### config.mk
export PLATFORM = sky130hd
export DESIGN_NAME = pdh_gpio_initiator_flat
export DESIGN_NICKNAME = d
export VERILOG_FILES = /design/src/rtl/pdh_gpio_initiator_if.sv /design/src/rtl/pdh_gpio_initiator.sv /design/src/flat_wrapper.sv
export SDC_FILE = /design/constraint.sdc
export NUM_CORES = 1
export LEC_CHECK = 0
export ABC_AREA = 1
export ABC_CLOCK_PERIOD_IN_PS = 3730
export CORE_AREA = 2 2 105 107
export DETAILED_ROUTE_END_ITERATION = 6
export DIE_AREA = 0 0 107 109
export PLACE_DENSITY = 0.83
export SLEW_MARGIN = 20
export SYNTH_ARGS = -nofsm -noshare
export SYNTH_HDL_FRONTEND = slang
export SYNTH_SLANG_ARGS = --single-unit
### constraint.sdc
create_clock -name clk -period 3.73 [get_ports clk]
set_input_delay 0.5595 -clock clk [delete_from_list [all_inputs] [get_ports clk]]
set_output_delay 0.5595 -clock clk [all_outputs]
set_load 0.05 [all_outputs]
### src/rtl/pdh_gpio_initiator_if.sv
// Host-side command/response channel of the PDH GPIO initiator.
// Signal names carry the direction as seen by the initiator (the slave
// modport): _i are driven by the host, _o by the initiator.
//   cmd_valid_i / cmd_ready_o  : command handshake
//   cmd_op_i [3:0]             : opcode (0 IDLE .. 6 COMMIT_ROT_COEFFS)
//   cmd_data_i [25:0]          : payload
//   rsp_valid_o / rsp_ready_i  : response handshake
//   rsp_data_o [31:0]          : captured callback word
//   rsp_timeout_o              : response produced by timeout, not a match
interface pdh_gpio_initiator_if;
    logic        cmd_valid_i;
    logic        cmd_ready_o;
    logic [3:0]  cmd_op_i;
    logic [25:0] cmd_data_i;
    logic        rsp_valid_o;
    logic        rsp_ready_i;
    logic [31:0] rsp_data_o;
    logic        rsp_timeout_o;

    modport slave (
        input  cmd_valid_i, cmd_op_i, cmd_data_i, rsp_ready_i,
        output cmd_ready_o, rsp_valid_o, rsp_data_o, rsp_timeout_o
    );

    modport master (
        output cmd_valid_i, cmd_op_i, cmd_data_i, rsp_ready_i,
        input  cmd_ready_o, rsp_valid_o, rsp_data_o, rsp_timeout_o
    );
endinterface

### src/rtl/pdh_gpio_initiator.sv
// PDH GPIO initiator: turns host commands into a strobed 32-bit GPIO word
// for the core and waits for the core's callback word, which must echo the
// opcode in [31:28]. Also pulses a core-reset bit on request.
// Ports:
//   clk, rst_ni         : clock, synchronous active-low reset
//   host (slave)        : command/response channel (pdh_gpio_initiator_if)
//   core_rst_i          : request a core-reset pulse (wins over a command)
//   gpio_to_core_o      : [31] core reset, [30] strobe, [29:26] op, [25:0] data
//   gpio_from_core_i    : callback word from the core
//   busy_o              : high whenever not IDLE
// Every output comes straight from a flop; output flops are loaded with the
// value belonging to the next state.
module pdh_gpio_initiator #(
    parameter int unsigned STROBE_LOW_CYCLES = 2,
    parameter int unsigned RSP_DELAY         = 4,
    parameter int unsigned TIMEOUT_CYCLES    = 1024,
    parameter int unsigned RST_HOLD          = 4
) (
    input  logic                 clk,
    input  logic                 rst_ni,
    pdh_gpio_initiator_if.slave  host,
    input  logic                 core_rst_i,
    output logic [31:0]          gpio_to_core_o,
    input  logic [31:0]          gpio_from_core_i,
    output logic                 busy_o
);
    // One counter serves SETUP, STROBE and CRST; size it for the largest.
    localparam int unsigned MAX_AB  = (STROBE_LOW_CYCLES > RST_HOLD) ? STROBE_LOW_CYCLES : RST_HOLD;
    localparam int unsigned MAX_CD  = (TIMEOUT_CYCLES > RSP_DELAY) ? TIMEOUT_CYCLES : RSP_DELAY;
    localparam int unsigned CNT_MAX = (MAX_AB > MAX_CD) ? MAX_AB : MAX_CD;
    localparam int unsigned CNT_W   = $clog2(CNT_MAX + 1);

    localparam logic [CNT_W-1:0] CNT_SAT    = CNT_W'(CNT_MAX);
    localparam logic [CNT_W-1:0] SETUP_LAST = CNT_W'((STROBE_LOW_CYCLES > 0) ? STROBE_LOW_CYCLES - 1 : 0);
    localparam logic [CNT_W-1:0] CRST_LAST  = CNT_W'((RST_HOLD > 0) ? RST_HOLD - 1 : 0);
    localparam logic [CNT_W-1:0] RSP_EN     = CNT_W'(RSP_DELAY);
    // Deciding on the timeout in the STROBE cycle with count TIMEOUT_CYCLES-1
    // makes the response appear exactly TIMEOUT_CYCLES cycles after the rise.
    localparam logic [CNT_W-1:0] TO_LAST    = CNT_W'((TIMEOUT_CYCLES > 0) ? TIMEOUT_CYCLES - 1 : 0);

    typedef enum logic [2:0] {
        S_IDLE,
        S_SETUP,
        S_STROBE,
        S_RESP,
        S_CRST
    } state_e;

    state_e            state_q, state_d;
    logic [CNT_W-1:0]  cnt_q, cnt_d;
    logic [3:0]        op_q, op_d;
    logic [25:0]       data_q, data_d;
    logic [31:0]       gpio_q, gpio_d;
    logic [31:0]       rsp_data_q, rsp_data_d;
    logic              rsp_timeout_q, rsp_timeout_d;
    logic              rsp_valid_q, rsp_valid_d;
    logic              cmd_ready_q, cmd_ready_d;
    logic              busy_q, busy_d;
    logic              rsp_match;

    assign rsp_match = (cnt_q >= RSP_EN) && (gpio_from_core_i[31:28] == op_q);

    always_comb begin
        // NOTE: every signal gets a default before the case so no path leaves
        // one unassigned, which would otherwise infer a latch.
        state_d       = state_q;
        cnt_d         = (cnt_q == CNT_SAT) ? cnt_q : cnt_q + CNT_W'(1); // saturates, never wraps
        op_d          = op_q;
        data_d        = data_q;
        gpio_d        = gpio_q;
        rsp_data_d    = rsp_data_q;
        rsp_timeout_d = rsp_timeout_q;

        unique case (state_q)
            S_IDLE: begin
                cnt_d  = '0;
                gpio_d = {2'b00, gpio_q[29:0]};
                if (core_rst_i) begin
                    // Core reset wins; a command offered this cycle is not taken.
                    state_d = S_CRST;
                    gpio_d  = 32'h8000_0000;
                end else if (host.cmd_valid_i && cmd_ready_q) begin
                    state_d = S_SETUP;
                    op_d    = host.cmd_op_i;
                    data_d  = host.cmd_data_i;
                    gpio_d  = {2'b00, host.cmd_op_i, host.cmd_data_i};
                end
            end
            S_SETUP: begin
                if (cnt_q == SETUP_LAST) begin
                    state_d = S_STROBE;
                    cnt_d   = '0;
                    gpio_d  = {2'b01, op_q, data_q};
                end
            end
            S_STROBE: begin
                // A match in the timeout cycle still counts as a match.
                if (rsp_match || (cnt_q == TO_LAST)) begin
                    state_d       = S_RESP;
                    rsp_data_d    = gpio_from_core_i;
                    rsp_timeout_d = !rsp_match;
                    gpio_d        = {2'b00, op_q, data_q};
                end
            end
            S_RESP: begin
                if (host.rsp_ready_i) begin
                    state_d = S_IDLE;
                end
            end
            S_CRST: begin
                if (cnt_q == CRST_LAST) begin
                    state_d = S_IDLE;
                    gpio_d  = 32'h0000_0000;
                end
            end
            default: begin
                state_d = S_IDLE;
            end
        endcase

        cmd_ready_d = (state_d == S_IDLE);
        rsp_valid_d = (state_d == S_RESP);
        busy_d      = (state_d != S_IDLE);
    end

    always_ff @(posedge clk) begin
        // NOTE: sequential state uses non-blocking assignments so every flop
        // samples the pre-edge values regardless of statement order.
        if (!rst_ni) begin
            state_q       <= S_IDLE;
            cnt_q         <= '0;
            op_q          <= '0;
            data_q        <= '0;
            gpio_q        <= '0;
            rsp_data_q    <= '0;
            rsp_timeout_q <= 1'b0;
            rsp_valid_q   <= 1'b0;
            cmd_ready_q   <= 1'b0;
            busy_q        <= 1'b0;
        end else begin
            state_q       <= state_d;
            cnt_q         <= cnt_d;
            op_q          <= op_d;
            data_q        <= data_d;
            gpio_q        <= gpio_d;
            rsp_data_q    <= rsp_data_d;
            rsp_timeout_q <= rsp_timeout_d;
            rsp_valid_q   <= rsp_valid_d;
            cmd_ready_q   <= cmd_ready_d;
            busy_q        <= busy_d;
        end
    end

    assign gpio_to_core_o     = gpio_q;
    assign host.cmd_ready_o   = cmd_ready_q;
    assign host.rsp_valid_o   = rsp_valid_q;
    assign host.rsp_data_o    = rsp_data_q;
    assign host.rsp_timeout_o = rsp_timeout_q;
    assign busy_o             = busy_q;
endmodule

### src/flat_wrapper.sv
// flat-port wrapper written by rule: the top's interface ports become plain ports
module pdh_gpio_initiator_flat 
#(
    parameter int unsigned STROBE_LOW_CYCLES = 2,
    parameter int unsigned RSP_DELAY         = 4,
    parameter int unsigned TIMEOUT_CYCLES    = 1024,
    parameter int unsigned RST_HOLD          = 4
)
  (clk, rst_ni, core_rst_i, gpio_to_core_o, gpio_from_core_i, busy_o, host_cmd_valid_i, host_cmd_op_i, host_cmd_data_i, host_rsp_ready_i, host_cmd_ready_o, host_rsp_valid_o, host_rsp_data_o, host_rsp_timeout_o);
  pdh_gpio_initiator_if host_i ();
  input  logic clk;
  input  logic rst_ni;
  input  logic core_rst_i;
  output logic [31:0] gpio_to_core_o;
  input  logic [31:0] gpio_from_core_i;
  output logic busy_o;
  input wire logic [$bits(host_i.cmd_valid_i)-1:0] host_cmd_valid_i;
  input wire logic [$bits(host_i.cmd_op_i)-1:0] host_cmd_op_i;
  input wire logic [$bits(host_i.cmd_data_i)-1:0] host_cmd_data_i;
  input wire logic [$bits(host_i.rsp_ready_i)-1:0] host_rsp_ready_i;
  output wire logic [$bits(host_i.cmd_ready_o)-1:0] host_cmd_ready_o;
  output wire logic [$bits(host_i.rsp_valid_o)-1:0] host_rsp_valid_o;
  output wire logic [$bits(host_i.rsp_data_o)-1:0] host_rsp_data_o;
  output wire logic [$bits(host_i.rsp_timeout_o)-1:0] host_rsp_timeout_o;
  assign host_i.cmd_valid_i = host_cmd_valid_i;
  assign host_i.cmd_op_i = host_cmd_op_i;
  assign host_i.cmd_data_i = host_cmd_data_i;
  assign host_i.rsp_ready_i = host_rsp_ready_i;
  assign host_cmd_ready_o = host_i.cmd_ready_o;
  assign host_rsp_valid_o = host_i.rsp_valid_o;
  assign host_rsp_data_o = host_i.rsp_data_o;
  assign host_rsp_timeout_o = host_i.rsp_timeout_o;
  pdh_gpio_initiator #(.STROBE_LOW_CYCLES(STROBE_LOW_CYCLES), .RSP_DELAY(RSP_DELAY), .TIMEOUT_CYCLES(TIMEOUT_CYCLES), .RST_HOLD(RST_HOLD)) u_core (.clk(clk), .rst_ni(rst_ni), .host(host_i), .core_rst_i(core_rst_i), .gpio_to_core_o(gpio_to_core_o), .gpio_from_core_i(gpio_from_core_i), .busy_o(busy_o));
endmodule
Word-level counts from Yosys, hierarchy flattened
Cells that the tools add are included.
{ "word_totals": {"register_bits": 112, "in_bits": 67, "output_inout_bits": 68, "word_cells": 56} }
{ "op_classes": {"add_sub_neg": 1, "order_cmp": 1, "n_eq_ne": 14, "muxes": 16, "bitwise": 1, "reduce_logical": 12} }
{ "op_table": {"columns": ["op", "n"], "rows": [
  ["two-way mux 32 bit", 4],
  ["case mux 32 bit (4 select lines)", 1],
  ["two-way mux 30 bit", 1],
  ["two-way mux 11 bit", 2],
  ["case mux 11 bit (2 select lines)", 1],
  ["two-way mux 3 bit", 6],
  ["case mux 3 bit (5 select lines)", 1],
  ["adder 11 x 1 -> 11 bit (second input constant)", 1],
  ["equality test 11 x 1 -> 1 bit (second input constant)", 1],
  ["equality test 11 x 10 -> 1 bit (second input constant)", 1],
  ["equality test 11 bit (second input constant)", 1],
  ["equality test 11 x 2 -> 1 bit (second input constant)", 1],
  [">= comparator 11 x 3 -> 1 bit (second input constant)", 1],
  ["equality test 3 x 2 -> 1 bit (second input constant)", 3],
  ["zero test 3 bit", 2],
  ["!= test 2 x 1 -> 1 bit (second input constant)", 3],
  ["AND reduction 5 bit", 1],
  ["equality test 4 bit", 1],
  ["AND reduction 4 bit", 1],
  ["nonzero test 4 bit", 1],
  ["equality test 3 x 1 -> 1 bit (second input constant)", 1],
  ["equality test 3 bit (second input constant)", 1],
  ["!= test 3 x 2 -> 1 bit (second input constant)", 1],
  ["AND reduction 3 bit", 1],
  ["other kinds (6)", 7]
]} }

Logic depth before layout (Yosys ltp)
{ "logic_depth": {"word_depth": 6, "mapped_depth": 13} }

Least setup slack after synthesis
Ideal clock, no wire load.
{ "synth_path": {"path_kind": "register -> register", "start": "register u_core.cnt_q[0]", "end": "register u_core.gpio_q[10] (netlist: u_core.gpio_to_core_o[10])", "setup_time_ps": 110, "arrival_ps": 1528, "path_slack_ps": 2092, "path_stages_with_launch": 10, "synth_period_minus_slack_ps": 1638, "cell_sequence": "dfxtp_1 > ha_1 > nand3_1 > nor2_2 > nand3_1 > nand3_1 > buf_2 > nand4_1 > nand2_1 > nor2_1"} }
{ "synth_between": {"elab_chain_cells": 5, "word_cells_on_any_way": 10} }
{ "synth_rtl": {"columns": ["item", "line", "source"], "rows": [
  ["start, declared", "pdh_gpio_initiator.sv:50", "logic [CNT_W-1:0] cnt_q, cnt_d;"],
  ["start signal, assigned", "pdh_gpio_initiator.sv:142", "cnt_q <= cnt_d;"],
  [">= comparator 11 x 3 -> 1 bit", "pdh_gpio_initiator.sv:61", "assign rsp_match = (cnt_q >= RSP_EN) && (gpio_from_core_i[31:28] == op_q);"],
  ["logical AND 1 bit", "pdh_gpio_initiator.sv:61", null],
  ["logical OR 1 bit", "pdh_gpio_initiator.sv:98", "if (rsp_match || (cnt_q == TO_LAST)) begin"],
  ["!= test 2 x 1 -> 1 bit (no source line)", null, null],
  ["AND reduction 5 bit (no source line) *", null, null],
  ["end signal, assigned", "pdh_gpio_initiator.sv:145", "gpio_q <= gpio_d;"],
  ["end, declared", "pdh_gpio_initiator.sv:53", "logic [31:0] gpio_q, gpio_d;"]
]} }
Mark *: on every way between the ends. The rest lies on a longest branch, timed or not.
A chain may end at the register's enable or synchronous reset.

Final worst setup path
{ "layout_path": {"start": "register u_core.cnt_q[0]", "end": "register u_core.gpio_q[20] (netlist: u_core.gpio_to_core_o[20])"} }
Same word-level chain as after synthesis.

==> reports/qor.yml <==
outcome:
  status: "finished, final reports clean"
sta:
  drv_slew: 0
  post-route-period-util_pct: 68.20
  fin_skew_ns: 0.01378
  setup-tns-final_ns: 0
  fmax_ghz: 0.3931
  hold_viol: 0
  min_period_ns: 2.544
  fin_hold_ws_ns: 0.4587
  setup_viol_count_final: 0
  relSlewSlack_pct: 43.52
  worst_slew_pin_slew_ns: 0.8452
  rsz0062_at_grt: "false"
grt:
  track_usage_pct: 22.45
  grt_pass1_wl_um: 21020
  grt_overflow: 0
  antenna_found_initial: 0
  grt_max_degree: 45
  grt_pass1_vias: 4603
logic_synthesis:
  synth.yosys.seq_area_share_pct: 43.51
  yosys_register_bits: 112
  avgSynthCellArea_um2: 6.763
  ys_types: 29
  yosys_warnings: 0
  syn_nets: 832
  netlist_instances: 762
  syn_area_mm2: 0.005154
job:
  max_cap_viol_count: 0
clocking:
  cts-buffers-inserted: 9
  postCtsSetupBuffers: 0
  cts_buffer_depth: 2
  h-tree-depth: 3
  path_clk_slew_ns: 0.10
  cts_hold_buf: 0
  cts.sinks: 112
  cts_resized: 0
  clk_latency_ns: 0.38
  cts_root_buffer: "clkbuf_8"
  cts_tree: "built"
pwr:
  vdd_ir_drop_max_mv: 0.2600
  p_per_area_mw_per_mm2: 425.3
  p_leak_nw: 2.945
placed_design:
  hpwl_um: 8784
  finalWeightedCongestion: 0.8476
  portBuffers: 134
setup_path:
  r2r-start: "u_core.cnt_q[0]$_SDFF_PN0_"
  endpoint_kind: "flop"
  worstSetupStartpoint: "u_core.cnt_q[0]$_SDFF_PN0_"
  critPathKind: "reg2reg"
  cp.arrival_ns: 2.86
  r2r_slack_ns: 1.19
  cp-start-kind: "flop"
  cp_max_fo: 33
  required_ns: 4.04
routing:
  m1WireLength_um: 5841
  wl_met3_um: 702
  drc: 0
  wl_met2_um: 5915
  dr.pass1.iters: 5
  detail_route.wl_per_cell_um: 12.54
  dr.max_layer_used: "met4"
  via_count: 4967
  routed_via_density: 4.884
  wl_um: 12750
  drtIter0Drc: 252
  ant_nets: 0
final_layout:
  drive_above_1_share_pct: 3.649
  postLayoutCoreUtil_pct: 63.65
  area_growth_pct: 30.95
  fin_nets: 942
  n_antenna_cell: 0
floorplan:
  die_w_um: 107
  start_util_pct: 48.61
  dieArea_mm2: 0.01166
  core_mm2: 0.01060
  num_io_pins: 135
  die_height_um: 109
  num_rows: 38
worst_hold_path:
  min_path_type: "reg2reg"
  min_from: "u_core.data_q[11]$_SDFFE_PN0P_"
-- cell usage after synthesis, drive strengths merged --
master    n  share of area, %
a21boi   11               1.6
nand3    13               1.5
a31oi     1              0.12
o21ai    64               6.2
nand2b    1              0.12
nor3      5              0.58
nor2    172                13
clkinv    1             0.073
nand3b    1              0.15
nand2   101               7.4
clkbuf   23               1.7
a211oi    1              0.15
a21oi    55               5.3
xor2     10               1.7
xnor2     1              0.17
nand4    33               4.0
buf      20               2.3
ha        3              0.73
inv     132               9.6
and3      2              0.24
dfxtp   112                44
-- cell usage in the layout, fill, tap and decap left out, drive strengths merged, types with 2 or more instances in the layout --
| cell | Yosys | layout |
|---|---|---|
| nor2 | 172 | 172 |
| clkinv | 1 | 2 |
| nor3 | 5 | 5 |
| o21ai | 64 | 64 |
| a21boi | 11 | 11 |
| dfxtp | 112 | 112 |
| inv | 132 | 134 |
| bufinv | 0 | 2 |
| clkdlybuf4s50 | 0 | 133 |
| clkbuf | 23 | 10 |
| ha | 3 | 3 |
| and3 | 2 | 2 |
| nand4 | 33 | 33 |
| xor2 | 10 | 10 |
| a21oi | 55 | 55 |
| buf | 20 | 9 |
| nand3 | 13 | 13 |
| nand2 | 101 | 101 |
-- area by class of cell --
cell class	instances	area, µm²
clock buffer	10	137.6
clock inverter	6	90.09
fill	943	3854
inverter	133	499.2
multi-input combinational	474	2208
sequential	112	2242
tap	140	175.2
timing repair buffer	142	1396
-- layer usage --
metal / global-route usage [%] / vias up
met2: 37.94 / 161
met5: 0 / -
met4: 8.720 / 0
li1: - / 2577
met3: 3.288 / 22
met1: 29.08 / 2207
-- worst paths after layout --
path,depth (start not counted),to
worst min-delay path,2,u_core.data_q[11]$_SDFFE_PN0P_
worst min register to register,2,u_core.data_q[11]$_SDFFE_PN0P_
worst max register to register,11,u_core.gpio_to_core_o[20]$_SDFFE_PN0P_
worst max-delay path,11,u_core.gpio_to_core_o[20]$_SDFFE_PN0P_
-- where the power goes --
group | internal [mW] | total (mW) | switching, mW
sequential | 1.27 | 1.31 | 0.0428
clock | 0.401 | 0.814 | 0.414
combinational | 0.270 | 0.744 | 0.474
-- registers in the layout, summed over array words and instances (netlist names) --
name                       cells
u_core.cnt_q                  11
u_core.gpio_to_core_o         32
u_core.host.rsp_valid_o        1
u_core.host.rsp_data_o        32
u_core.data_q                 26
u_core.host.rsp_timeout_o      1
u_core.host.cmd_ready_o        1
u_core.state_q                 3
u_core.op_q                    4
u_core.busy_o                  1
-- cell families (layout without fill, tap and decap cells) --
kind of cell,count (synthesis),count (layout),synth area share [%]
AO/OA/AOI/OAI,132,132,13.43
XOR/XNOR,11,11,1.869
adder cells (fa/ha/maj),3,3,0.7284
buffers and inverters,176,291,13.69
flip-flops,112,112,43.51
AND/OR/NAND/NOR,328,328,26.78
-- metrics by stage --
stage / instances / power [mW] / worst slack [ns] / area [µm²]
floorplan: 762 / 1.841 / 2.092 / 5154
global placement: 1001 / 2.070 / 1.117 / 6521
detailed placement: 1001 / 2.081 / 1.054 / 6521
CTS: 1017 / 2.883 / 1.205 / 6749
global route: 1017 / 3.011 / 0.9236 / 6749
finish: 1017 / 2.870 / 1.186 / 6749
-- worst max-delay path, cell delays in order, from the launching register on --
cell     delay [ns]
dfxtp_1        0.41
ha_1           0.17
nand2_1        0.06
nor2_1         0.12
nand2_1        0.08
nand2_1        0.11
nand2_1        0.09
nor2_4         0.65
nand3_4        0.47
nand2_1        0.16
inv_1          0.05
nor2_1         0.11
No activity file was read; power rests on OpenSTA's default activity.
